===== src/rtl/controlador_de_interrupcao.sv =====
`default_nettype none
// ============================================================================
// Module   : controlador_de_interrupcao
// Brief    : Interrupt controller. Tracks kernel/user mode, preempts user
//            programs with a quantum timer, latches I/O and program-end
//            events and presents a one-cycle interrupt pulse with a held
//            interrupt code and interrupted PC until acknowledged.
// Revision : 1.0 - initial release
// ============================================================================
module controlador_de_interrupcao #(
    parameter int QUANTUM = 1000
) (
    input  logic        clk,
    input  logic        rst_n,
    input  logic        i_user_mode,
    input  logic        i_kernel_mode,
    input  logic        i_clear_intr,
    input  logic        i_halt_req,
    input  logic        i_io_req,
    input  logic [31:0] i_pc_in,
    output logic        o_intr,
    output logic [31:0] o_intr_code,
    output logic [31:0] o_intr_pc,
    output logic        o_user_active
);

    typedef enum logic [1:0] {
        S_KERNEL  = 2'd0,
        S_USER    = 2'd1,
        S_PENDING = 2'd2
    } state_t;

    localparam logic [15:0] c_Q_LAST    = 16'(QUANTUM - 1);
    localparam logic [31:0] c_CODE_NONE = 32'd0;
    localparam logic [31:0] c_CODE_QUAN = 32'd1;
    localparam logic [31:0] c_CODE_IO   = 32'd2;
    localparam logic [31:0] c_CODE_END  = 32'd3;

    state_t      r_state;
    logic [15:0] r_qcnt;
    logic        r_io_pending;
    logic        r_io_req_d;
    logic        r_intr;
    logic [31:0] r_intr_code;
    logic [31:0] r_intr_pc;
    logic        r_user_active;

    state_t      w_state_nxt;
    logic [15:0] w_qcnt_nxt;
    logic        w_io_pend_nxt;
    logic        w_intr_nxt;
    logic [31:0] w_code_nxt;
    logic [31:0] w_pc_nxt;
    logic        w_io_edge;
    logic        w_io_any;
    logic        w_expiry;

    // An I/O edge seen this cycle counts as pending immediately.
    assign w_io_edge = i_io_req & ~r_io_req_d;
    assign w_io_any  = r_io_pending | w_io_edge;
    assign w_expiry  = (r_qcnt == c_Q_LAST);

    // State register and registered outputs; reset discards everything.
    always_ff @(posedge clk or negedge rst_n) begin
        if (!rst_n) begin
            r_state       <= S_KERNEL;
            r_qcnt        <= 16'd0;
            r_io_pending  <= 1'b0;
            r_io_req_d    <= 1'b0;
            r_intr        <= 1'b0;
            r_intr_code   <= c_CODE_NONE;
            r_intr_pc     <= 32'd0;
            r_user_active <= 1'b0;
        end else begin
            r_state       <= w_state_nxt;
            r_qcnt        <= w_qcnt_nxt;
            r_io_pending  <= w_io_pend_nxt;
            r_io_req_d    <= i_io_req;
            r_intr        <= w_intr_nxt;
            r_intr_code   <= w_code_nxt;
            r_intr_pc     <= w_pc_nxt;
            r_user_active <= (w_state_nxt == S_USER);
        end
    end

    // Next-state, quantum counter and event capture, in priority order.
    always_comb begin
        w_state_nxt   = r_state;
        w_qcnt_nxt    = r_qcnt;
        w_io_pend_nxt = w_io_any;
        w_intr_nxt    = 1'b0;
        w_code_nxt    = r_intr_code;
        w_pc_nxt      = r_intr_pc;
        case (r_state)
            S_KERNEL: begin
                if (i_user_mode && !i_kernel_mode) begin
                    w_state_nxt = S_USER;
                    w_qcnt_nxt  = 16'd0;
                end
            end
            S_USER: begin
                if (i_kernel_mode) begin
                    // Voluntary return: a coincident expiry is dropped.
                    w_state_nxt = S_KERNEL;
                end else if (i_halt_req) begin
                    w_state_nxt = S_PENDING;
                    w_intr_nxt  = 1'b1;
                    w_code_nxt  = c_CODE_END;
                    w_pc_nxt    = i_pc_in;
                end else if (w_io_any) begin
                    w_state_nxt   = S_PENDING;
                    w_intr_nxt    = 1'b1;
                    w_code_nxt    = c_CODE_IO;
                    w_pc_nxt      = i_pc_in;
                    w_io_pend_nxt = 1'b0;
                end else if (w_expiry) begin
                    w_state_nxt = S_PENDING;
                    w_intr_nxt  = 1'b1;
                    w_code_nxt  = c_CODE_QUAN;
                    w_pc_nxt    = i_pc_in;
                end else if (i_user_mode) begin
                    w_qcnt_nxt = 16'd0;
                end else begin
                    w_qcnt_nxt = r_qcnt + 16'd1;
                end
            end
            S_PENDING: begin
                // Only an acknowledge leaves; intrPc stays for software.
                if (i_clear_intr) begin
                    w_code_nxt = c_CODE_NONE;
                    if (i_user_mode && !i_kernel_mode) begin
                        w_state_nxt = S_USER;
                        w_qcnt_nxt  = 16'd0;
                    end else begin
                        w_state_nxt = S_KERNEL;
                    end
                end
            end
            default: begin
                w_state_nxt = S_KERNEL;
            end
        endcase
    end

    assign o_intr        = r_intr;
    assign o_intr_code   = r_intr_code;
    assign o_intr_pc     = r_intr_pc;
    assign o_user_active = r_user_active;

endmodule
`default_nettype wire


===== config.mk =====
export PLATFORM = sky130hd
export DESIGN_NAME = controlador_de_interrupcao
export DESIGN_NICKNAME = d
export VERILOG_FILES = /design/src/rtl/controlador_de_interrupcao.sv
export SDC_FILE = /design/constraint.sdc
export NUM_CORES = 1
export LEC_CHECK = 0
export CORE_AREA = 2 2 84 86
export CTS_BUF_LIST = sky130_fd_sc_hd__clkbuf_8 sky130_fd_sc_hd__clkbuf_16
export CTS_CLUSTER_DIAMETER = 100
export DETAILED_ROUTE_END_ITERATION = 8
export DIE_AREA = 0 0 86 88
export GPL_TIMING_DRIVEN = 1
export PLACE_DENSITY = 0.87
export SYNTH_ARGS = -nofsm -noshare
export SYNTH_HDL_FRONTEND = slang
export SYNTH_SLANG_ARGS = --single-unit

===== constraint.sdc =====
create_clock -name clk -period 2.1 [get_ports clk]
set_clock_uncertainty 0.05 [all_clocks]
set_input_delay 0.21 -clock clk [delete_from_list [all_inputs] [get_ports clk]]
set_output_delay 0.21 -clock clk [all_outputs]
set_load 0.01 [all_outputs]

---- Word-level counts from Yosys, hierarchy flattened ----
Cells that the tools add are included.
storage, ports and cells
  bits in registers ....................... 86
  output and inout bits ................... 66
cells by class
  eq/ne operators ......................... 10
  reductions and logical operators ........ 9
  $add $sub $neg .......................... 1
  muxes and demuxes ....................... 33
  bitwise operators ....................... 4
operator list
  operator                                         number
  2-to-1 mux 32 bit                                8
  2-to-1 mux 16 bit                                7
  case mux 32 bit (2 select lines)                 1
  case mux 16 bit (3 select lines)                 1
  adder 16 x 1 -> 16 bit, second input constant    1
  == test 16 x 10 -> 1 bit, second input constant  1
  2-to-1 mux 2 bit                                 6
  != test 2 bit, second input constant             5
  2-to-1 mux 1 bit                                 9
  case mux 2 bit (3 select lines)                  1
  AND reduction 6 bit                              1
  nonzero test 3 bit                               2
  == test 2 x 1 -> 1 bit, second input constant    2
  != test 4 bit, second input constant             1
  AND reduction 4 bit                              1
  AND reduction 3 bit                              1
  == test 2 bit, second input constant             1
  logical NOT 2 bit                                1
  NOT 1 bit                                        2
  nonzero test 2 bit                               1
  AND 1 bit                                        1
  logical AND 1 bit                                1
  logical NOT 1 bit                                1
  bitwise OR 1 bit                                 1

---- Longest topological paths before layout ----
  depth in word-level cells ............... 8
  mapped depth ............................ 8

---- Worst setup path after synthesis ----
Ideal clock, no wire load.
  kind .................................... register to register
  start ................................... register r_state[0]
  end ..................................... register r_qcnt[6]
  buffers on the path ..................... 1
  arrival time ............................ 1.753 ns
  data required time ...................... 1.920 ns
  setup slack ............................. 0.167 ns
  cell stages (with the launch flop) ...... 9
  clock period less this slack ............ 1.933 ns
  library setup time ...................... 0.130 ns
  path through ............................ dfrtp_1 inv_1 ha_1 nand2b_1 o211ai_1 a211o_1 buf_2 o21ai_0 o41ai_1
between the ends
  longest elaborated chain between the ends .. 3
RTL lines
  what                                                                  line  text
  start: declaration                                                    39    state_t r_state;
  start signal: assignment                                              75    r_state <= w_state_nxt;
  == test 2 x 1 -> 1 bit, or another cell as far along                  94    case (r_state)
  != test 2 bit (no line) / nonzero test 3 bit (equally long branches)  n/a
  AND reduction 6 bit (no line)                                         n/a
  end signal: assignment                                                76    r_qcnt <= w_qcnt_nxt;
  end: declaration                                                      40    logic [15:0] r_qcnt;
Several ways; a longest one is shown, not always the timed one.
A chain may end at the register's enable or synchronous reset.

---- Worst setup path after layout ----
  start ................................... register r_state[0]
  end ..................................... register r_qcnt[12]
The elaborated chain is that of the path after synthesis.

==> metrics list <==
- Met1 track demand over resource: 0.202
* Worst Tran Pin Value: 591 ps
- Fraction of layout instances using a drive strength above 1: 0.234
- CTS clk-pin slew, worst paths: 100 ps
* Weighted congestion reported at the end of routability-driven placement: 0.816
- Max Buffers Root-to-Sink: 2
- Crit-path leading delay family: compound AO/OA/AOI/OAI gates
- Post-synth cell types: 43
* Endpoint of the most critical register-to-register path: r_qcnt[12]
- Library cell used as clock root buffer: clkbuf_8
- Among all flip-flop cells after synthesis, the most frequent one is dfrtp_1.
- Number of cells produced by synthesis: 250
- Post-synthesis cell area: 2940 µm²
* Flop-to-flop setup slack: 80 ps
- Setup violations remaining at the end of the flow were counted as 0.
- Wires add up to 6390 µm.
- The repair_antennas step left the layout with diodes totalling 0.
- CP Data Required Time: 2240 ps
* Commonest non-fill, non-tap cells in the layout: clkdlybuf4s50_1, dfrtp_1, conb_1, mux2_4, buf_4
- The worst setup path is captured at a flip-flop.
* Number of nets in the layout: 394
- Detailed placement finished with a half-perimeter wire length of 4620 µm.
* Leading cell type in the layout, fill and taps excluded: clkdlybuf4s50_1
- Entering global routing, the biggest net connects 35 pins.
- The count of buffers added on input and output ports is 74.
- The worst path in the final design needs a cycle of 2020 ps, including I/O delays and setup.
- Met3 Use GR: 0.0339
- Initial antenna violation count: 0
- Final number of hold-violating endpoints: 0
- The die is 86 µm wide.
- Max-Slew Margin vs Limit: 0.606
- Once detail routing completed, the nets flagged for antenna violations numbered 0.
- Counting both buffers and inverters, the worst setup path holds a total of 0.
* Vias per Instance: 5.09
- Sequential area share after synthesis: 0.477
* Number of max-slew violations in the final report: 0
- Result of the run: complete, no violations
* First-pass detailed-route iteration total: 4
* TritonCTS clock tree: yes
- Relative to the synthesized area, the layout overhead comes to 34.6%.
- In this run, synthesis produced a sequential element count of 56.
- Sequence of cells on the critical path: ha_1 > nor4bb_1 > and4_2 > a211o_2 > o21ai_0 > o31ai_2
- Remaining global-route overflow: 0
- Yosys printed 0 warnings.
- Die height: 88 µm
- Signal arrival time at the worst endpoint: 2160 ps
- Mean post-synth cell area: 11.8 µm²
* Highest-delay cell along the critical path: dfrtp_1
- The completed layout was analyzed and its total power is 4.62 mW.
* Critical path start-end classification: reg2reg
* Async set-or-reset flop fraction in the synthesized netlist: 1.00
- Initial standard-cell utilization of the core: 0.442
- The first global-routing pass estimated 9880 µm of wire.
* RR Startpoint: r_state[0]
- Maximum fanout along the worst path: 17
- Leakage dissipation: 1.78 nW
* Total via count in the routed design: 2195
- Across the run, the number of max-cap violations was 0.
- R2R cell count: 6
- The later pin in the worst-skew pair is clocked with a latency of 310 ps.
* Number of clock buffers inserted by TritonCTS: 5
- For this design the top-level I/O count stands at 105.
* Cell Pwr Density: 1170 nW/µm²
- The total area inside the core boundary comes to 6640 µm².
* Startpoint Class: flip-flop
- Total Routing Usage GR: 0.163
- EDFF count, synth: 0
- The number of global-route vias before repair was 2090.
- Achievable Freq: 496 MHz
* Drt initial violations: 52
- In this design, the stage delay of the slowest critical-path cell is 450 ps.
- Clock tree sinks: 56
- Layer carrying the most global-route usage: met2
* Worst slack, placed: 7.60 ps
- Across the VDD grid, the largest voltage drop is 0.668 mV.
- The path class of the tightest hold or removal check is in2async.
* Maximum level of the CTS H-tree: 2
- After detailed routing, the average wire length per cell comes to 14.8 µm.
* Post-route clock period utilization: 0.960
* Setup ws final: 84.7 ps
- For met2 alone, demand over resource in global routing was 0.294.
- After detailed routing, the number of remaining DRC violations is 0.
- The floorplan has 30 rows.
- Die outline area: 7570 µm²
-- area by class of cell --
class,instances,area (µm²)
tap,80,100
multi-input combinational,179,1360
timing repair buffer,101,970
clock inverter,3,25.0
sequential,56,1400
inverter,7,26.3
clock buffer,5,68.8
fill,532,2690
-- worst max-delay path by stage --
stage | startpoint | endpoint | slack, ps | cells after the start
after floorplan | r_state[0] | r_qcnt[6] | 170 | 8
after global placement | i_user_mode | r_qcnt[8] | 60 | 5
after detailed placement | i_kernel_mode | r_qcnt[12] | 8 | 8
after CTS | r_state[0] | r_qcnt[8] | 20 | 5
after global routing | r_state[0] | r_qcnt[12] | -50 | 8
final | r_state[0] | r_qcnt[12] | 80 | 6
-- flip-flops by register name (all words and copies together), names as in the netlist --
signal	count
r_io_req_d	1
o_intr	1
o_intr_pc	32
o_user_active	1
r_qcnt	16
o_intr_code	2
r_state	2
r_io_pending	1
-- power by group --
group          leakage (nW)  switching, mW  internal (mW)
logic                  1.04          0.900           1.43
clock network        0.0452          0.372          0.244
registers             0.700          0.211           1.46
total                  1.78           1.48           3.14
-- metrics by stage --
step,cell area (µm²),setup TNS (ps),cells,hold WS [ps],util
after floorplan,3050,0,279,-136,-
after global placement,3780,0,417,184,0.569
after detailed placement,3780,0,417,202,0.569
after CTS,3890,0,426,355,0.585
after global routing,3950,-79.9,431,381,0.595
final,3950,0,431,374,0.595
-- logic make-up (layout without fill, tap and decap cells) --
| logic type | after synthesis | in the layout | share of synthesized area |
|---|---|---|---|
| AND/OR/NAND/NOR | 62 | 62 | 0.129 |
| flip-flops | 56 | 56 | 0.477 |
| multiplexers | 35 | 35 | 0.170 |
| AO/OA/AOI/OAI | 47 | 47 | 0.0971 |
| other | 1 | 30 | 0.00128 |
| adder cells (fa/ha/maj) | 5 | 5 | 0.0213 |
| buffers and inverters | 44 | 116 | 0.105 |
-- synthesized netlist by cell type, types with 2 or more instances --
| master | count | area share |
|---|---|---|
| a21oi_1 | 8 | 0.014 |
| a31oi_1 | 5 | 0.011 |
| and3_1 | 3 | 0.0064 |
| and4_2 | 2 | 0.0068 |
| buf_4 | 32 | 0.082 |
| buf_6 | 3 | 0.011 |
| dfrtp_1 | 56 | 0.48 |
| ha_1 | 5 | 0.021 |
| inv_1 | 7 | 0.0089 |
| mux2_2 | 6 | 0.023 |
| mux2_4 | 28 | 0.14 |
| nand2_1 | 10 | 0.013 |
| nand2b_1 | 5 | 0.011 |
| nand3_1 | 7 | 0.012 |
| nand4_1 | 7 | 0.015 |
| nor2_1 | 14 | 0.018 |
| nor2b_1 | 3 | 0.0064 |
| nor3_1 | 2 | 0.0034 |
| nor3b_1 | 2 | 0.0051 |
| o21ai_0 | 20 | 0.034 |
| o21ai_1 | 3 | 0.0051 |
-- layer usage --
layer	vias up	share of wire
li1	1031	-
met1	1081	0.42
met2	74	0.52
met3	9	0.051
met4	0	0.0083
met5	-	0
-- worst reg2reg max path, stage by stage, from the launching register on --
cell,delay [ps]
dfrtp_1,450
ha_1,260
nor4bb_1,150
and4_2,230
a211o_2,390
o21ai_0,270
o31ai_2,100
-- timing repair --
item	CTS	global route
buffers inserted	0	4
setup endpoints to repair	0	12
hold buffers	1	0
hold endpoints to repair	25	0
resized for setup	0	8
No activity file was read; power rests on OpenSTA's default activity.
